[config.mk]
export PLATFORM = sky130hd
export DESIGN_NAME = ahb_slave_regs
export DESIGN_NICKNAME = d
export VERILOG_FILES = /design/src/rtl/ahb_pkg.sv /design/src/rtl/ahb_slave_regs.sv
export SDC_FILE = /design/constraint.sdc
export NUM_CORES = 1
export LEC_CHECK = 0
export ABC_AREA = 0
export BUFFER_PORTS_ARGS = -buffer_cell sky130_fd_sc_hd__buf_2
export CAP_MARGIN = 20
export CORE_MARGIN = 4
export CORE_UTILIZATION = 48
export DETAILED_ROUTE_END_ITERATION = 8
export PLACE_DENSITY = 0.73
export SLEW_MARGIN = 15
export SYNTH_ARGS = -nofsm -noshare
export SYNTH_HDL_FRONTEND = slang
export SYNTH_SLANG_ARGS = --single-unit
[constraint.sdc]
create_clock -name hclk -period 5.8 [get_ports hclk]
set_input_delay 0.29 -clock hclk [delete_from_list [all_inputs] [get_ports hclk]]
set_output_delay 0.29 -clock hclk [all_outputs]
set_load 0.05 [all_outputs]
[src/rtl/ahb_pkg.sv]
// Shared AHB encodings and the register slave's FSM state type.
package ahb_pkg;

    localparam logic [1:0] HTRANS_IDLE   = 2'b00;
    localparam logic [1:0] HTRANS_BUSY   = 2'b01;
    localparam logic [1:0] HTRANS_NONSEQ = 2'b10;
    localparam logic [1:0] HTRANS_SEQ    = 2'b11;

    localparam logic [1:0] HRESP_OKAY  = 2'b00;
    localparam logic [1:0] HRESP_ERROR = 2'b01;

    localparam logic [2:0] HSIZE_BYTE = 3'd0;
    localparam logic [2:0] HSIZE_HALF = 3'd1;
    localparam logic [2:0] HSIZE_WORD = 3'd2;

    localparam int unsigned REG_COUNT = 16;

    typedef enum logic [1:0] {
        ST_IDLE,
        ST_WAIT,
        ST_ERR1,
        ST_ERR2
    } slv_state_e;

endpackage

[src/rtl/ahb_slave_regs.sv]
// AHB slave with a 16-word register file (word 0 is a read-only ID),
// configurable wait states and a two-cycle ERROR response.
module ahb_slave_regs
    import ahb_pkg::*;
#(
    parameter int unsigned WAIT_STATES = 0,
    parameter logic [31:0] ID_VALUE    = 32'hA5B0_0001
) (
    input  logic        hclk,
    input  logic        hresetn,
    input  logic        hsel,
    input  logic [31:0] haddr,
    input  logic [1:0]  htrans,
    input  logic        hwrite,
    input  logic [2:0]  hsize,
    input  logic [31:0] hwdata,
    input  logic        hready,
    output logic [31:0] hrdata,
    output logic        hready_out,
    output logic [1:0]  hresp
);

    localparam int unsigned DATA_W = 32;
    localparam int unsigned IDX_W  = 4;
    localparam int unsigned CNT_W  = 3;

    // Byte lanes touched by a transfer of the given size at the given offset.
    function automatic logic [3:0] lane_mask(input logic [2:0] size, input logic [1:0] off);
        logic [3:0] m;
        m = 4'b0000;
        case (size)
            HSIZE_BYTE: m[off] = 1'b1;
            HSIZE_HALF: m = off[1] ? 4'b1100 : 4'b0011;
            HSIZE_WORD: m = 4'b1111;
            default:    m = 4'b0000;
        endcase
        return m;
    endfunction

    function automatic logic xfer_error(input logic [27:0] addr, input logic [2:0] size,
                                        input logic write);
        logic bad;
        bad = (addr[27:6] != '0);
        bad = bad | (size > HSIZE_WORD);
        bad = bad | ((size == HSIZE_HALF) && addr[0]);
        bad = bad | ((size == HSIZE_WORD) && (addr[1:0] != 2'b00));
        bad = bad | (write && (addr[5:2] == '0));
        return bad;
    endfunction

    function automatic logic [DATA_W-1:0] merge_lanes(input logic [DATA_W-1:0] old_v,
                                                      input logic [DATA_W-1:0] new_v,
                                                      input logic [3:0]        mask);
        logic [DATA_W-1:0] r;
        r = old_v;
        for (int b = 0; b < 4; b++) begin
            if (mask[b]) r[8*b +: 8] = new_v[8*b +: 8];
        end
        return r;
    endfunction

    slv_state_e         state;
    logic [CNT_W-1:0]   cnt;
    logic               dp_valid;
    logic               dp_write;
    logic [IDX_W-1:0]   dp_idx;
    logic [3:0]         dp_mask;
    logic [DATA_W-1:0]  regs [REG_COUNT];

    logic               accept;
    logic               a_err;
    logic [IDX_W-1:0]   a_idx;
    logic [3:0]         a_mask;
    logic               commit;
    logic [DATA_W-1:0]  wr_value;
    logic [DATA_W-1:0]  dp_rd;
    logic [DATA_W-1:0]  a_rd;
    logic               unused_inputs;

    assign unused_inputs = ^{haddr[31:28], htrans[0]};

    // Address phase is only looked at while this slave is itself ready.
    assign accept   = hready_out & hsel & hready & htrans[1];
    assign a_idx    = haddr[5:2];
    assign a_err    = xfer_error(haddr[27:0], hsize, hwrite);
    assign a_mask   = lane_mask(hsize, haddr[1:0]);
    assign commit   = dp_valid & hready_out & dp_write;
    assign wr_value = merge_lanes(regs[dp_idx], hwdata, dp_mask);
    assign dp_rd    = (dp_idx == '0) ? ID_VALUE : regs[dp_idx];

    // Zero-wait reads launched on a write's completing edge see that write.
    assign a_rd = (a_idx == '0)                ? ID_VALUE :
                  (commit && (dp_idx == a_idx)) ? wr_value : regs[a_idx];

    always_ff @(posedge hclk or negedge hresetn) begin
        if (!hresetn) begin
            state      <= ST_IDLE;
            cnt        <= '0;
            dp_valid   <= 1'b0;
            dp_write   <= 1'b0;
            dp_idx     <= '0;
            dp_mask    <= '0;
            hready_out <= 1'b1;
            hresp      <= HRESP_OKAY;
            hrdata     <= '0;
            for (int i = 0; i < REG_COUNT; i++) regs[i] <= '0;
        end else begin
            hrdata <= '0;
            if (commit) regs[dp_idx] <= wr_value;

            case (state)
                ST_IDLE, ST_ERR2: begin
                    state      <= ST_IDLE;
                    dp_valid   <= 1'b0;
                    hready_out <= 1'b1;
                    hresp      <= HRESP_OKAY;
                    if (accept) begin
                        dp_write <= hwrite;
                        dp_idx   <= a_idx;
                        dp_mask  <= a_mask;
                        if (a_err) begin
                            state      <= ST_ERR1;
                            hready_out <= 1'b0;
                            hresp      <= HRESP_ERROR;
                        end else begin
                            dp_valid <= 1'b1;
                            if (WAIT_STATES == 0) begin
                                if (!hwrite) hrdata <= a_rd;
                            end else begin
                                state      <= ST_WAIT;
                                cnt        <= CNT_W'(WAIT_STATES - 1);
                                hready_out <= 1'b0;
                            end
                        end
                    end
                end
                ST_WAIT: begin
                    if (cnt == '0) begin
                        state      <= ST_IDLE;
                        hready_out <= 1'b1;
                        if (!dp_write) hrdata <= dp_rd;
                    end else begin
                        cnt <= cnt - CNT_W'(1);
                    end
                end
                ST_ERR1: begin
                    state      <= ST_ERR2;
                    hready_out <= 1'b1;
                    hresp      <= HRESP_ERROR;
                end
                default: begin
                    state      <= ST_IDLE;
                    hready_out <= 1'b1;
                    hresp      <= HRESP_OKAY;
                end
            endcase
        end
    end

endmodule

==> key figures <==
Synth
  – Syn Nets: 2,607
  – Ys Warns: 0
  – Post-Syn Instances: 2,528
  – Seq/Total Area, Yosys: 48.48%
  – Avg Inst Size Synth: 11.46 um2
  – Synthesis-stage register bit count: 561
  – Predominant post-synthesis flop cell: dfrtp_1
  – Number of flops mapped to enable cells by yosys: 0
  – Synth async-reset ratio: 100.0%
  – Post-synthesis cell area: 28,960 um2
  – Unique masters post-synth: 51

Worst setup path
  – CP Capture Point: regs[256]
  – Worst Path Max Fanout: 41
  – Critical path capture point type: flip-flop
  – Crit path kind: reg2reg
  – Slowest stage cell, crit path: dfrtp_4
  – Reg2Reg Depth: 5
  – Reg-to-Reg End: regs[256]
  – Crit path largest cell delay: 1.03 ns
  – R2R setup slack: 1.73 ns
  – Reg2reg start: dp_idx[2]
  – Cell Chain, Critical Path: inv_1 -> nor3_1 -> nand3_2 -> buf_4 -> mux2_2
  – Worst path arrival time: 4.57 ns
  – Crit. Startpoint: dp_idx[2]
  – Crit path launch type: flip-flop
  – CP required: 6.30 ns

Clocking
  – Cts repair resizes: 0
  – Hold_buf cts: 2
  – Total CTS buffers: 56
  – Longest Clk Path Bufs: 3
  – Sink Count: 561
  – H-tree lvl count: 2
  – Clock slew at reported path FFs: 0.06 ns
  – Clk root buf: clkbuf_16
  – Postcts setup bufs: 0
  – CTS tree: yes
  – Clk_lat worst skew: 0.62 ns

Placement
  – Placed Instances: 3,214
  – GPL Wtd Cong: 0.8410
  – DP Wirelength: 48,520 um
  – Place WS: 1.772 ns
  – # port buffers: 102

Power and ir drop
  – Leak pwr: 12.55 nW
  – Clock power share: 41.1%
  – Sequential share of power: 44.7%
  – Psw: 2.656 mW
  – Combinational power share: 14.2%
  – Power Dens Cells: 292.6 nW/um2
  – Switch share: 28.23%
  – Int Pwr: 6.750 mW
  – Worst vdd ir: 0.0002513 V

Final layout
  – Commonest non-fill, non-tap cells in the layout: 556 x dfrtp_1, 281 x o21ai_0, 266 x nand2_1, 259 x nor2_1, 254 x mux4_2
  – Diodes inserted: 0
  – P&R area growth vs syn: 10.98%
  – Ratio of cells with drive above 1 in the final layout: 23.15%
  – Post-Layout Cell Count: 3,322
  – Commonest non-fill, non-tap cell in the layout: dfrtp_1
  – Layout Nets: 2,582

Timing
  – Final worst setup slack: 1.734 ns
  – Fmax: 246.0 MHz
  – Final Hold Viols: 0
  – Setup_tns: 0 ns
  – Max transition margin: 21.19%
  – RSZ-0062 raised after global routing: no
  – Fin crit period: 4.066 ns
  – Worst-Margin Slew: 1.182 ns
  – Tcrit/Tclk final: 70.10%
  – Final Skew: 0.01425 ns
  – Endpoints failing setup: 0
  – Max-slew violation count: 0

Routing
  – DR WL/cell: 25.73 um
  – DR iter-0 viols: 2,382
  – Overall via count from detail_route: 21,885
  – First-pass iteration count of the detailed router: 8
  – Post-route ant nets: 0
  – Total Wirelength: 85,490 um
  – DRC violations left: 0
  – Vias per cell: 6.588

Global route
  – Remaining Overflow, GRT: 0
  – Vias in the first global route: 22,344
  – Initial antenna violation count: 0
  – All-Layer GR Usage: 26.45%
  – First-pass GRT wire length: 130,900 um
  – Largest net degree at the start of global routing: 184

Floorplanning
  – Die width: 253.6 um
  – Starting density of the core: 48.80%
  – Die H: 253.6 um
  – Die ar.: 64,330 um2
  – Core Area: 59,350 um2
  – Site Rows: 89
  – I/O Pins: 109

Worst hold path
  – Hold_sp: haddr[1]
  – Hold crit path type: in2reg

Flow run
  – Max_cap viols: 0

Status
  – Status: completed
[kinds of logic after synthesis]
kind of cell	share of synthesized area, %
compound gates	11.88
simple gates	8.303
flops	48.48
mux	27.33
buf+inv	3.594
xor+xnor	0.1815
fa+ha+maj	0.2160
other cells	0.01295
[cell type report]
type / instances / area, um2
Tap cell: 773 / 967.2
Inverter: 11 / 41.29
Sequential cell: 561 / 14050
Clock buffer: 82 / 1660
Timing Repair Buffer: 156 / 1057
Fill cell: 4798 / 27210
Clock inverter: 22 / 301.5
Multi-Input combinational cell: 1717 / 14060
[per-stage QoR]
step | hold slack (ns) | total power, mW | area, um2 | util [%]
4_1_cts | 0.01606 | 9.408 | 32030 | 53.97
2_1_floorplan | -0.005591 | 5.109 | 28960 | -
5_1_grt | 0.05598 | 9.675 | 32140 | 54.15
3_3_place_gp | 0.3891 | 5.543 | 30010 | 50.56
3_5_place_dp | 0.3989 | 5.572 | 30050 | 50.63
6_report | 0.03485 | 9.406 | 32140 | 54.15
[state kept, by name (all words and copies together), names as in the netlist]
signal,flops
dp_idx,4
hresp,1
dp_write,1
dp_valid,1
hready_out,1
regs,512
state,2
dp_mask,4
hrdata,32
cnt,3
[power by group through the flow]
stage	Clock, mW	Combinational (mW)	Sequential (mW)
final	3.87	1.34	4.20
after floorplan	0	1.00	4.11
after CTS	3.90	1.31	4.20
after global placement	0	1.28	4.26
after detailed placement	0	1.31	4.27
after global routing	4.05	1.41	4.21
[synthesized netlist by cell type (all sizes together), types with 2 or more instances]
| master | n | area share [%] |
|---|---|---|
| mux2 | 35 | 1.4 |
| o21ai | 286 | 4.9 |
| nand2 | 272 | 3.5 |
| mux4 | 254 | 20 |
| ha | 5 | 0.22 |
| o211ai | 2 | 0.052 |
| and2 | 2 | 0.043 |
| nor3 | 5 | 0.086 |
| xor2 | 3 | 0.091 |
| o22ai | 42 | 0.91 |
| mux2i | 180 | 6.2 |
| nor2 | 267 | 3.5 |
| nand2b | 25 | 0.54 |
| a31oi | 2 | 0.043 |
| nor4 | 9 | 0.19 |
| xnor2 | 3 | 0.091 |
| a21oi | 252 | 4.4 |
| dfrtp | 560 | 48 |
| a32oi | 24 | 0.73 |
| a31o | 2 | 0.060 |
| inv | 11 | 0.14 |
| or3 | 2 | 0.043 |
| clkbuf | 147 | 1.9 |
| a222oi | 6 | 0.21 |
| buf | 92 | 1.5 |
| o21a | 3 | 0.078 |
| nor2b | 3 | 0.065 |
| nand3 | 6 | 0.10 |
| a32o | 7 | 0.24 |
| or2 | 4 | 0.086 |
| and3 | 3 | 0.065 |
[worst max-delay path, delay by kind of cell, from the launching register on]
kind | cells | cell delay (ns)
simple gates | 2 | 1.53
flops | 1 | 1.03
buf+inv | 2 | 0.98
mux | 1 | 0.34
[worst min path at each step]
stage	endpoint	slack, ns	depth (start not counted)
floorplan	cnt[0]	-0.006	0
CTS	dp_mask[1]	0.02	4
global route	dp_mask[1]	0.06	3
finish	dp_mask[1]	0.03	4
detailed placement	regs[495]	0.40	1
global placement	regs[463]	0.39	1
[per-layer routing]
| metal | GRT usage, % | part of all wire [%] |
|---|---|---|
| met5 | 0 | 0 |
| met1 | 34.26 | 36 |
| met3 | 6.304 | 11 |
| met4 | 12.98 | 5.0 |
| met2 | 42.38 | 47 |
Note: power is estimated with default switching activity, not from simulation.
